--- src/rtl/gol_pkg.sv ---
// Grid geometry, scan FSM encoding and a bit-lookup helper shared by the life display path.
package gol_pkg;
    localparam int GRID_W = 16;
    localparam int GRID_H = 16;

    typedef enum logic [1:0] {FRAME, SHIFT, BLANK, LATCH} scan_state_t;

    typedef logic [GRID_W*GRID_H-1:0] grid_t;

    // Row r occupies bits [16r+15:16r], so {row, col} is the flat bit index.
    function automatic logic grid_bit(input grid_t g, input logic [3:0] row, input logic [3:0] col);
        return g[{row, col}];
    endfunction
endpackage

--- src/rtl/scan_clk_div.sv ---
// Serial bit timer: sclk low for DIV cycles then high for DIV cycles; o_bit_done marks the last high cycle.
// Held cleared (sclk low, counter zero) whenever i_en is low, so every enable starts a clean bit.
module scan_clk_div #(
    parameter int DIV = 2
) (
    input  logic i_clk,
    input  logic i_reset,
    input  logic i_en,
    output logic o_sclk,
    output logic o_bit_done
);
    localparam int CW = (DIV > 1) ? $clog2(DIV) : 1;

    logic [CW-1:0] r_cnt;
    logic          r_phase;
    logic          w_last;

    assign w_last = (r_cnt == CW'(DIV - 1));

    always_ff @(posedge i_clk) begin
        if (i_reset || !i_en) begin
            r_cnt   <= '0;
            r_phase <= 1'b0;
        end else if (w_last) begin
            r_cnt   <= '0;
            r_phase <= ~r_phase;
        end else begin
            r_cnt <= r_cnt + 1'b1;
        end
    end

    assign o_sclk     = r_phase;
    assign o_bit_done = i_en && r_phase && w_last;
endmodule

--- src/rtl/gol_grid_scanner.sv ---
// Buffers one life grid per frame_valid/frame_ready handshake and row-scans it to an LED matrix; first sdata 1 cycle after accept.
// frame_ready is high only in FRAME so frames never tear; GOL_ROW_BLANK_EN adds BLANK cycles of oe=0 before each latch.
module gol_grid_scanner #(
    parameter int DIV   = 2,
    parameter int BLANK = 4
) (
    input  logic         clk,
    input  logic         reset,
    input  logic [255:0] display,
    input  logic         frame_valid,
    output logic         frame_ready,
    output logic         sdata,
    output logic         sclk,
    output logic         slatch,
    output logic [3:0]   row_sel,
    output logic         oe
);
    import gol_pkg::*;

    if (DIV < 1 || BLANK < 1) begin : g_bad_param
        $error("gol_grid_scanner: DIV and BLANK must both be >= 1");
    end

    scan_state_t r_state;
    grid_t       r_fbuf;
    logic        r_have_frame;
    logic [3:0]  r_row;
    logic [3:0]  r_bit;
    logic        r_frame_ready;
    logic        r_sdata;
    logic        r_slatch;
    logic [3:0]  r_row_sel;
    logic        r_oe;
    logic        w_bit_done;
    logic [3:0]  w_next_bit;
    logic [3:0]  w_next_row;
`ifdef GOL_ROW_BLANK_EN
    localparam int BW = (BLANK > 1) ? $clog2(BLANK) : 1;
    logic [BW-1:0] r_blank;
`endif

    assign w_next_bit = r_bit + 4'd1;
    assign w_next_row = r_row + 4'd1;

    scan_clk_div #(.DIV(DIV)) u_clk_div (
        .i_clk      (clk),
        .i_reset    (reset),
        .i_en       (r_state == SHIFT),
        .o_sclk     (sclk),
        .o_bit_done (w_bit_done)
    );

    // Not reset: contents are meaningless until have_frame is set.
    always_ff @(posedge clk) begin
        if (r_state == FRAME && frame_valid) begin
            r_fbuf <= display;
        end
    end

    always_ff @(posedge clk) begin
        if (reset) begin
            r_state       <= FRAME;
            r_have_frame  <= 1'b0;
            r_row         <= 4'd0;
            r_bit         <= 4'd0;
            r_frame_ready <= 1'b1;
            r_sdata       <= 1'b0;
            r_slatch      <= 1'b0;
            r_row_sel     <= 4'd0;
            r_oe          <= 1'b0;
`ifdef GOL_ROW_BLANK_EN
            r_blank       <= '0;
`endif
        end else begin
            r_slatch <= 1'b0;
            case (r_state)
                FRAME: begin
                    r_row <= 4'd0;
                    r_bit <= 4'd0;
                    if (frame_valid) begin
                        r_have_frame  <= 1'b1;
                        r_sdata       <= grid_bit(display, 4'd0, 4'hF);
                        r_frame_ready <= 1'b0;
                        r_state       <= SHIFT;
                    end else if (r_have_frame) begin
                        r_sdata       <= grid_bit(r_fbuf, 4'd0, 4'hF);
                        r_frame_ready <= 1'b0;
                        r_state       <= SHIFT;
                    end
                end
                SHIFT: begin
                    if (w_bit_done) begin
                        if (r_bit == 4'd15) begin
`ifdef GOL_ROW_BLANK_EN
                            r_oe    <= 1'b0;
                            r_blank <= '0;
                            r_state <= gol_pkg::BLANK;
`else
                            r_slatch  <= 1'b1;
                            r_row_sel <= r_row;
                            r_state   <= LATCH;
`endif
                        end else begin
                            // Column bits go out MSB first: bit index 15-n is ~n.
                            r_bit   <= w_next_bit;
                            r_sdata <= grid_bit(r_fbuf, r_row, ~w_next_bit);
                        end
                    end
                end
`ifdef GOL_ROW_BLANK_EN
                gol_pkg::BLANK: begin
                    if (r_blank == BW'(BLANK - 1)) begin
                        r_slatch  <= 1'b1;
                        r_row_sel <= r_row;
                        r_state   <= LATCH;
                    end else begin
                        r_blank <= r_blank + 1'b1;
                    end
                end
`endif
                LATCH: begin
                    r_oe  <= 1'b1;
                    r_bit <= 4'd0;
                    if (r_row == 4'd15) begin
                        r_frame_ready <= 1'b1;
                        r_state       <= FRAME;
                    end else begin
                        r_row   <= w_next_row;
                        r_sdata <= grid_bit(r_fbuf, w_next_row, 4'hF);
                        r_state <= SHIFT;
                    end
                end
                default: begin
                    r_frame_ready <= 1'b1;
                    r_state       <= FRAME;
                end
            endcase
        end
    end

    assign frame_ready = r_frame_ready;
    assign sdata       = r_sdata;
    assign slatch      = r_slatch;
    assign row_sel     = r_row_sel;
    assign oe          = r_oe;
endmodule

--- config.mk ---
export PLATFORM = sky130hd
export DESIGN_NAME = gol_grid_scanner
export DESIGN_NICKNAME = d
export VERILOG_FILES = /design/src/rtl/gol_pkg.sv /design/src/rtl/scan_clk_div.sv /design/src/rtl/gol_grid_scanner.sv
export SDC_FILE = /design/constraint.sdc
export NUM_CORES = 1
export LEC_CHECK = 0
export BUFFER_PORTS_ARGS = -buffer_cell sky130_fd_sc_hd__buf_2
export CAP_MARGIN = 20
export CORE_ASPECT_RATIO = 1.25
export CORE_MARGIN = 8
export CORE_UTILIZATION = 34
export DETAILED_ROUTE_END_ITERATION = 10
export GPL_TIMING_DRIVEN = 0
export PLACE_DENSITY_LB_ADDON = 0.08
export SLEW_MARGIN = 10
export SYNTH_ARGS = -nofsm -noshare
export SYNTH_HDL_FRONTEND = slang
export SYNTH_SLANG_ARGS = --single-unit
--- constraint.sdc ---
create_clock -name clk -period 20.2 [get_ports clk]
set_clock_uncertainty 0.1 [all_clocks]
set_input_delay 0 -clock clk [delete_from_list [all_inputs] [get_ports clk]]
set_output_delay 0 -clock clk [all_outputs]
set_load 0.01 [all_outputs]
## Word level (Yosys, flattened, before mapping)

Index checks and enable logic that the tools add are counted.

- Add/sub/neg operators: 3
- Order comparisons: 2
- Equal/unequal tests: 10
- Muxes and demuxes: 26
- Bitwise gates (word level): 4
- Reductions and logical operators: 19

Operators with widths:

| cell | count |
|---|---|
| $lt A8 B9 Y1 const B | 2 |
| $pmux W4 S2 | 2 |
| $mux W1 | 12 |
| $mux W4 | 3 |
| $reduce_and A3 Y1 | 4 |
| $ne A2 B2 Y1 const B | 5 |
| $add A4 B1 Y4 const B | 2 |
| $bmux W1 S8 | 1 |
| $eq A4 B4 Y1 const B | 2 |
| $mux W2 | 4 |
| $pmux W1 S3 | 2 |
| $pmux W2 S3 | 1 |
| $reduce_and A5 Y1 | 1 |
| $bmux W1 S4 | 1 |
| $not A4 Y4 | 1 |
| $reduce_and A2 Y1 | 2 |
| $reduce_bool A2 Y1 | 2 |
| $reduce_or A2 Y1 | 2 |
| $logic_and A1 B1 Y1 | 3 |
| $ne A3 B3 Y1 const B | 1 |
| $not A1 Y1 | 3 |
| $reduce_bool A3 Y1 | 1 |
| $reduce_or A3 Y1 | 1 |
| $eq A2 B1 Y1 const B | 1 |
| 5 further kinds | 5 |

- Register bits after elaboration: 277
- Input bits: 259
- Output and inout port bits: 9

## Longest topological paths before layout

Gate-level depths: netlist (run 1).

- Depth after elaboration: 7
- Mapped depth: 12
- Mapped depth without buffers: 9

## Hierarchy

From an unflattened synthesis (run 1), not the netlist that was laid out.

- Cells, all modules: 566
- Area, all modules: 10998.0 um^2

Modules (own cells, without submodules):

| module | times used | cells each | area an instance (um^2) |
|---|---|---|---|
| gol_grid_scanner | 1 | 559 | 10928.0 |
| scan_clk_div | 1 | 7 | 70.1 |

## Worst setup path before layout (run 1)

Ideal clock, no wire load.

- Kind: flip-flop to flip-flop
- From: reg r_state[1]
- To: reg r_fbuf[0], enable pin
- Library setup time: 649 ps
- Arrival time: 6421 ps
- Required time: 19451 ps
- Path slack: 13031 ps
- Stages on the path, launching flop included: 4
- Period minus slack after synthesis: 7169 ps
- Path through: dfxtp_1 inv_1 ha_1 and2_1

- Longest elaborated chain between the ends: 2

Ends and longest elaborated chain:

| what | RTL line | RTL |
|---|---|---|
| from (decl) | gol_grid_scanner.sv:24 | `scan_state_t r_state;` |
| from (signal assigned) | gol_grid_scanner.sv:62 | `r_state <= FRAME;` |
| from (signal assigned) | gol_grid_scanner.sv:84 | `r_state <= SHIFT;` |
| from (signal assigned) | gol_grid_scanner.sv:88 | `r_state <= SHIFT;` |
| $logic_not A2 Y1 | gol_grid_scanner.sv:55 | `if (r_state == FRAME && frame_valid) begin` |
| $logic_and A1 B1 Y1 | gol_grid_scanner.sv:55 |  |
| to (signal assigned) | gol_grid_scanner.sv:56 | `r_fbuf <= display;` |
| to (decl) | gol_grid_scanner.sv:25 | `grid_t r_fbuf;` |

Every way passes these cells.
A chain may end at the register's enable or synchronous reset.

## Final worst setup path (run 1)

- From: reg r_bit[1]
- To: reg r_sdata (netlist: sdata)

- Longest elaborated chain between the ends: 7
- Elaborated cells between the ends (all ways): 10
- Classes of those cells: 1 x add/sub; 2 x eq/ne; 5 x mux; 1 x bitwise; 1 x reduce/logical

Ends and longest elaborated chain:

| what | RTL line | RTL |
|---|---|---|
| from (decl) | gol_grid_scanner.sv:28 | `logic [3:0] r_bit;` |
| from (signal assigned) | gol_grid_scanner.sv:105 | `r_bit <= w_next_bit;` |
| $add A4 B1 Y4 | gol_grid_scanner.sv:42 | `assign w_next_bit = r_bit + 4'd1;` |
| $not A4 Y4 | gol_grid_scanner.sv:106 | `r_sdata <= grid_bit(r_fbuf, r_row, ~w_next_bit);` |
| $bmux W1 S8 | gol_pkg.sv:12 | `return g[{row, col}];` |
| $mux W1 (not written as such) | gol_pkg.sv:12 |  |
| $mux W1 | gol_grid_scanner.sv:93 | `if (r_bit == 4'd15) begin` |
| $mux W1 | gol_grid_scanner.sv:92 | `if (w_bit_done) begin` |
| $pmux W1 S3 | gol_grid_scanner.sv:76 | `case (r_state)` |
| to (signal assigned) | gol_grid_scanner.sv:82 | `r_sdata <= grid_bit(display, 4'd0, 4'hF);` |
| to (signal assigned) | gol_grid_scanner.sv:86 | `r_sdata <= grid_bit(r_fbuf, 4'd0, 4'hF);` |
| to (signal assigned) | gol_grid_scanner.sv:106 |  |
| to (decl) | gol_grid_scanner.sv:30 | `logic r_sdata;` |

Parallel ways exist; a longest one is shown, timed or not. The select of a mux whose other input is x is not followed.

==> impl_metrics.json, run 1 <==
{
  "slew_headroom_pct": 28.1,
  "fin_crit_ns": 3.70,
  "avgSynthCellArea_um2": 18.5,
  "wl_per_cell_um": 21.4,
  "cts_tree": "yes",
  "clk_pin_slew_ns": 0.06,
  "ioPinCount": 268,
  "finalHoldViolCount": 0,
  "worst_slew_pin_slew_ns": 1.08,
  "grt_pass1_wl_um": 51400,
  "fill_cells": 2723,
  "worst_r2r_path_depth": 11,
  "cts_buffers": 29,
  "hpwl_um": 24300,
  "wl_um": 34300,
  "port_buffers": 267,
  "grt_setup_unrepaired": "no",
  "synth_top_area_share_pct": 69.2,
  "top_usage_layer": "met2",
  "slew_viol_final": 0,
  "syn_area_mm2": 0.0111,
  "met3_usage_pct": 3.47,
  "synth.largest_area_cell": "edfxtp_1",
  "grt_pass1_vias": 8846,
  "slowest_stage": "buf_2",
  "cts_sinks": 277,
  "grt_util_met2_pct": 30.9,
  "ys_seq_area_share_pct": 72.9,
  "cts_setup_buffers": 0,
  "max_stage_delay_ns": 0.41,
  "hp-start": "display[129]",
  "setup_viol": 0,
  "r2r_end": "sdata$_SDFFE_PP0P_",
  "multi_input_area_mm2": 0.00279,
  "die_w_um": 178,
  "htree_levels": 1,
  "synth_edf_count": 256,
  "ctsHoldBuffers": 258,
  "p_leak_uw": 0.00619,
  "cp.required_ns": 20.54,
  "clockBufferDepth": 3,
  "initial_core_util_pct": 34.3,
  "detail_route.vias_per_cell": 4.76,
  "layout_worst_path_cycle_share_pct": 18.3,
  "place_congestion": 0.814,
  "endpoint": "sdata$_SDFFE_PP0P_",
  "vias": 7627,
  "power.density_mw_per_mm2": 97.5,
  "die_area_mm2": 0.0388,
  "dieHeight_um": 218,
  "ant_nets": 0,
  "track_usage_pct": 17.6,
  "antenna_found_initial": 3,
  "grt_overflow": 0,
  "post-route-drc-count": 0,
  "synthFlopType": "edfxtp_1",
  "synth_cells": 600,
  "cp-start-kind": "register",
  "core_mm2": 0.0324,
  "cp_cell_sequence": "ha_1 > buf_6 > buf_2 > buf_2 > buf_2 > mux4_2 > nand2_1 > a21oi_1 > a2111oi_0 > o21ai_0 > a311o_1",
  "cp-end-kind": "register",
  "cts-resized-gates": 0,
  "fmax_mhz": 270,
  "final_nets": 1426,
  "reg2reg_slack_ns": 16.50,
  "synth_cell_types": 50,
  "ys_warn_count": 0,
  "firstDrtPassIters": 5,
  "hold_path.class": "input port to register",
  "drive_gt1_share_pct": 33.6,
  "whs_path_depth": 2,
  "final_core_util_pct": 51.4,
  "syn-num-nets": 865,
  "rows": 74,
  "status": "completed",
  "crit_start": "r_bit[1]$_SDFFE_PP0P_",
  "grt_max_degree": 68,
  "synthToLayoutAreaGrowth_pct": 49.8,
  "root_buffer": "clkbuf_16",
  "path_max_fanout": 10,
  "synthArstFlopShare_pct": 0,
  "seqCellArea_mm2": 0.00811,
  "setup_tns_ns": 0,
  "drt_iter0_drc": 480,
  "crit_type": "register to register",
  "drv_cap": 0,
  "timing.rr.start": "r_bit[1]$_SDFFE_PP0P_",
  "clk_latency_ns": 0.55,
  "synth.area.top_cells": "edfxtp_1 (69%), mux4_2 (12%), dfxtp_1 (3.8%)",
  "grt_util_met1_pct": 21.1,
  "cp_common_cell": "buf_2",
  "peakVddDrop_mv": 0.0588,
  "cp.arrival_ns": 4.04,
  "synth-seq-cells": 277
}
[per-stage QoR]
| step | cells | setup slack [ns] | power (uW) | instance area, um2 | hold WS (ns) |
|---|---|---|---|---|---|
| finish | 1603 | 16.50 | 1620 | 16600 | 0.0527 |
| global route | 1603 | 16.34 | 1690 | 16600 | 0.0329 |
| CTS | 1601 | 16.48 | 1650 | 16600 | 0.0173 |
| detailed placement | 1290 | 16.49 | 1060 | 13100 | 0.0781 |
| global placement | 1285 | 10.97 | 1080 | 13000 | 0.0768 |
| floorplan | 600 | 13.03 | 982 | 11100 | -0.00113 |
[placed cells by master (no fill, tap or decap), types with 4 or more instances in the layout]
| cell | Yosys | layout |
|---|---|---|
| a21oi_1 | 11 | 11 |
| clkinv_1 | 0 | 9 |
| edfxtp_1 | 256 | 256 |
| dfxtp_1 | 21 | 21 |
| clkbuf_16 | 0 | 29 |
| dlygate4sd3_1 | 0 | 258 |
| buf_2 | 7 | 274 |
| clkinvlp_4 | 0 | 5 |
| clkbuf_1 | 14 | 16 |
| nand4_1 | 9 | 9 |
| nor2b_1 | 5 | 5 |
| buf_6 | 6 | 7 |
| a311oi_1 | 4 | 4 |
| xor2_1 | 4 | 4 |
| ha_1 | 6 | 6 |
| a31oi_1 | 4 | 4 |
| a2111oi_0 | 5 | 5 |
| mux4_2 | 57 | 57 |
| bufinv_16 | 0 | 5 |
| mux2i_1 | 34 | 34 |
| o21ai_0 | 5 | 5 |
| nand2_1 | 49 | 49 |
| nor2_1 | 32 | 32 |
| inv_1 | 5 | 5 |
| and2_1 | 5 | 4 |
| mux2_2 | 7 | 7 |
| nor3_1 | 6 | 6 |
| nand3_1 | 13 | 13 |
[final cells by class]
type | count | area share [%]
diodes | 2 | 0.0301
repair buffers | 530 | 24.2
inverters | 5 | 0.113
plain buffers | 32 | 1.18
multi-input cells | 286 | 16.8
clock inverters | 22 | 1.42
clock buffers | 31 | 4.40
flip-flops and latches | 277 | 48.7
well taps | 418 | 3.14
[cells in the mapped netlist, types with 7 or more instances]
cell      count
edfxtp_1    256
mux4_2       57
nand2_1      49
mux2i_1      34
nor2_1       32
dfxtp_1      21
clkbuf_1     14
nand3_1      13
a21oi_1      11
nand4_1       9
buf_2         7
mux2_2        7
[report_power, final]
part           switching [uW]  internal [uW]  total [uW]  leakage, uW
clock network             220            325         544     0.000457
logic                     135            123         257      0.00312
registers                36.7            785         822      0.00262
total                     391           1230        1620      0.00619
[critical path, delay by kind of cell, from the launching register on]
kind,cells,cell delay [ns]
and+or+nand+nor,1,0.10
muxes,1,0.41
DFF,1,0.33
AOI/OAI and AO/OA,4,1.00
buffers and inverters,4,1.35
adders and majority gates,1,0.29
[flip-flops by register name, summed over array words and instances (netlist names)]
name	cells
u_clk_div.r_cnt	1
row_sel	4
r_bit	4
slatch	1
frame_ready	1
r_state	2
sdata	1
u_clk_div.o_sclk	1
oe	1
r_row	4
r_have_frame	1
r_fbuf	256
[metal layers]
layer | part of all wire, % | up-vias
li1 | - | 3547
met1 | 40 | 3749
met2 | 51 | 266
met3 | 5.6 | 63
met4 | 3.3 | 2
met5 | 0.035 | -
[kinds of logic (layout without fill, tap and decap cells)]
logic type / after synthesis / in the layout / share of synthesized area, %
muxes: 99 / 99 / 15.6
AOI/OAI and AO/OA: 44 / 44 / 2.79
xor gates and xnor gates: 8 / 8 / 0.765
other: 0 / 2 / 0
and+or+nand+nor: 129 / 129 / 5.32
DFF: 277 / 277 / 72.9
adders and majority gates: 6 / 6 / 0.675
buffers and inverters: 37 / 620 / 1.94
[how the worst min path moves through the flow]
stage / end / slack (ns)
after floorplan: r_fbuf[0]$_DFFE_PP_ / -0.001
after global placement: r_fbuf[163]$_DFFE_PP_ / 0.08
after detailed placement: r_fbuf[196]$_DFFE_PP_ / 0.08
after CTS: r_fbuf[193]$_DFFE_PP_ / 0.02
after global routing: r_fbuf[41]$_DFFE_PP_ / 0.03
final: r_fbuf[129]$_DFFE_PP_ / 0.05
Note: power is estimated with default switching activity, not from simulation.
==> run 2: changes to the inputs <==
--- a/config.mk
+++ b/config.mk
@@ -5,6 +5,7 @@
 export SDC_FILE = /design/constraint.sdc
 export NUM_CORES = 1
 export LEC_CHECK = 0
+export ABC_AREA = 1
 export BUFFER_PORTS_ARGS = -buffer_cell sky130_fd_sc_hd__buf_2
 export CAP_MARGIN = 20
 export CORE_ASPECT_RATIO = 1.25
==> constraint.sdc (replaced) <==
create_clock -name clk -period 3.1 [get_ports clk]
set_clock_uncertainty 0.1 [all_clocks]
set_input_delay 0 -clock clk [delete_from_list [all_inputs] [get_ports clk]]
set_output_delay 0 -clock clk [all_outputs]
set_load 0.01 [all_outputs]
==> run 2 against run 1 <==
Sequential cell count is the same. Critical path depth increased by 5. Global-route usage increased by 3.2 points. Die area is 3.8% higher. Critical path type unchanged. Count of clock-buffer cells in the layout is 12 higher. Synthesized cell count is 76% higher.
==> impl_metrics.json, run 2 <==
{
  "status": "completed",
  "cts_setup_buffers": 0,
  "swShare_pct": 27.2,
  "ys_warn_count": 0,
  "die_w_um": 181,
  "die_area_mm2": 0.0403,
  "cp.required_ns": 3.49,
  "avgSynthCellArea_um2": 11.0,
  "cp-start-kind": "register",
  "syn-num-nets": 1322,
  "synth_common_cells": "edfxtp_1 (256), nand2_1 (232), nand3_1 (149), nor2_1 (136), o21ai_0 (77)",
  "fin_crit_ns": 2.83,
  "post-route-drc-count": 0,
  "synth_edf_count": 256,
  "pwr-share-clk_pct": 31.2,
  "cp_common_cell": "nand2_1",
  "grt_overflow": 0,
  "wl_um": 42400,
  "grt_pass1_vias": 10387,
  "cts_tree": "yes",
  "firstDrtPassIters": 5,
  "p_switching_uw": 2930,
  "synth-seq-cells": 277,
  "detail_route.vias_per_cell": 4.68,
  "initial_core_util_pct": 34.5,
  "cts_sinks": 277,
  "max_stage_delay_ns": 0.56,
  "final_core_util_pct": 51.0,
  "grt_max_degree": 39,
  "p_int_uw": 7840,
  "port_buffers": 267,
  "slew_viol_final": 0,
  "synth.area.top_cells": "edfxtp_1 (66%), nand2_1 (7.5%), nand3_1 (6.4%)",
  "synthToLayoutAreaGrowth_pct": 48.0,
  "synth_cells": 1057,
  "clk_pin_slew_ns": 0.06,
  "finalHoldViolCount": 0,
  "grt_pass1_wl_um": 63500,
  "clk_latency_ns": 0.57,
  "final_nets": 1889,
  "drt_iter0_drc": 609,
  "cp_cell_sequence": "ha_1 > buf_2 > inv_2 > clkbuf_1 > o211ai_1 > nand3_1 > nand3_1 > nand2_1 > nand2_1 > nand2_1 > nor2_1 > nand2_1 > nand3_1 > nand2_1 > nand2_1 > a21oi_1",
  "root_buffer": "clkbuf_16",
  "ioPinCount": 268,
  "pwr-share-seq_pct": 49.6,
  "layout_commonest_cell": "buf_2",
  "fill_cells": 3038,
  "drive_gt1_share_pct": 21.5,
  "yosysMostFrequentCell": "edfxtp_1",
  "power.density_mw_per_mm2": 628,
  "crit_type": "register to register",
  "core_mm2": 0.0336,
  "setup_viol": 0,
  "syn_area_mm2": 0.0116,
  "crit_buf_inv": 3,
  "cp-end-kind": "register",
  "cts_buffers": 30,
  "drv_cap": 0,
  "synth_top_area_share_pct": 66.4,
  "finalInstanceArea_mm2": 0.0171,
  "synthArstFlopShare_pct": 0,
  "clockBufferDepth": 3,
  "htree_levels": 1,
  "diodes": 0,
  "rows": 75,
  "ant_nets": 0,
  "ys_seq_area_share_pct": 70.0,
  "slowest_stage": "clkbuf_1",
  "fmax_mhz": 353,
  "hold_path.class": "input port to register",
  "combPwrFrac_pct": 19.3,
  "cp.arrival_ns": 3.22,
  "seqCellArea_mm2": 0.00811,
  "vias": 9698,
  "largest_register_ffs": 256,
  "synth.largest_area_cell": "edfxtp_1",
  "placed_cell_area_mm2": 0.0136,
  "layout_worst_path_cycle_share_pct": 91.3,
  "dieHeight_um": 222,
  "cp_top_family": "buffers and inverters",
  "mostFrequentLayoutCells": "buf_2 (291), dlygate4sd3_1 (260), edfxtp_1 (256), nand2_1 (231), nand3_1 (149)",
  "p_leak_uw": 0.00705,
  "top_register": "r_fbuf",
  "synth_cell_types": 24,
  "worst_slew_pin_slew_ns": 0.898,
  "hpwl_um": 29500,
  "peakVddDrop_mv": 0.417,
  "track_usage_pct": 20.8,
  "path_max_fanout": 10,
  "multi_input_area_mm2": 0.00295,
  "grt_setup_unrepaired": "no",
  "slew_headroom_pct": 40.1,
  "place_congestion": 0.853,
  "antenna_found_initial": 0,
  "wl_per_cell_um": 20.5,
  "synthFlopType": "edfxtp_1"
}
run 2: cell types whose count changed in the layout (fill, tap and decap cells not counted), moves of 57 or more:
cell | before | now
nand2_1 | 49 | 231
o21ai_0 | 5 | 77
nor2_1 | 32 | 136
inv_1 | 5 | 67
mux4_2 | 57 | 0
nand3_1 | 13 | 149
run 2: per-stage QoR:
step	setup slack (ns)	cells	hold WS, ns	power (uW)	setup TNS, ns
global route	0.0402	2071	0.0279	11300	0
floorplan	-1.84	1057	-0.00113	6540	-472.74
global placement	-3.85	1747	0.0778	6770	-979.27
detailed placement	0.173	1755	0.0781	7230	0
finish	0.269	2071	0.0303	10800	0
CTS	0.171	2071	0.00504	10900	0
run 2: layer usage:
layer | vias to the layer above | part of all wire (%) | GRT usage [%]
met5 | - | 0 | 0
met4 | 0 | 2.7 | 6.25
met3 | 57 | 4.4 | 3.22
met2 | 262 | 51 | 37.5
met1 | 4607 | 42 | 25.2
li1 | 4772 | - | -
run 2: worst register-to-register path: stages, from the launching register on:
cell	delay, ns
dfxtp_1	0.37
ha_1	0.25
buf_2	0.17
inv_2	0.09
clkbuf_1	0.56
o211ai_1	0.32
nand3_1	0.13
nand3_1	0.07
nand2_1	0.14
nand2_1	0.07
nand2_1	0.06
nor2_1	0.04
nand2_1	0.07
nand3_1	0.07
nand2_1	0.08
nand2_1	0.06
a21oi_1	0.11
run 2: kinds of logic after synthesis:
family	count (synthesis)	share of synthesized area, %
simple gates	521	18.6
xor+xnor	6	0.746
buf+inv	128	4.67
fa+ha+maj	6	0.648
compound gates	119	5.34
flops	277	70.0
run 2: power groups by stage:
stage | sequential (uW) | clock, uW | combinational, uW
6_report | 5340 | 3360 | 2070
5_1_grt | 5400 | 3560 | 2310
4_1_cts | 5340 | 3430 | 2100
3_5_place_dp | 5420 | 0 | 1820
3_3_place_gp | 5400 | 0 | 1370
2_1_floorplan | 5540 | 0 | 992
run 2: final cells by class:
cell class                 count  share of cell area (%)
clock buffer                  43                    4.67
buffer                        55                    1.56
multi-input combinational    652                    17.2
sequential                   277                    47.3
inverter                      73                    1.62
tap                          423                    3.09
timing repair buffer         535                    24.0
clock inverter                13                   0.584
run 2: path summary, 6_finish.rpt:
kind / start / end / slack [ns] / depth (start not counted)
hold reg to reg: u_clk_div.r_cnt$_SDFF_PP0_ / u_clk_div.r_cnt$_SDFF_PP0_ / 0.35 / 1
hold / removal: display[147] / r_fbuf[147]$_DFFE_PP_ / 0.03 / 2
setup reg to reg: r_bit[1]$_SDFFE_PP0P_ / sdata$_SDFFE_PP0P_ / 0.27 / 16
setup / recovery: r_bit[1]$_SDFFE_PP0P_ / sdata$_SDFFE_PP0P_ / 0.27 / 16
run 2: timing repair:
| action | 4_1_cts | 5_1_grt |
|---|---|---|
| endpoints found under the hold margin | 277 | 0 |
| hold buffers | 260 | 0 |
| resized for setup | 0 | 2 |
| endpoints found under the setup margin | 0 | 1 |
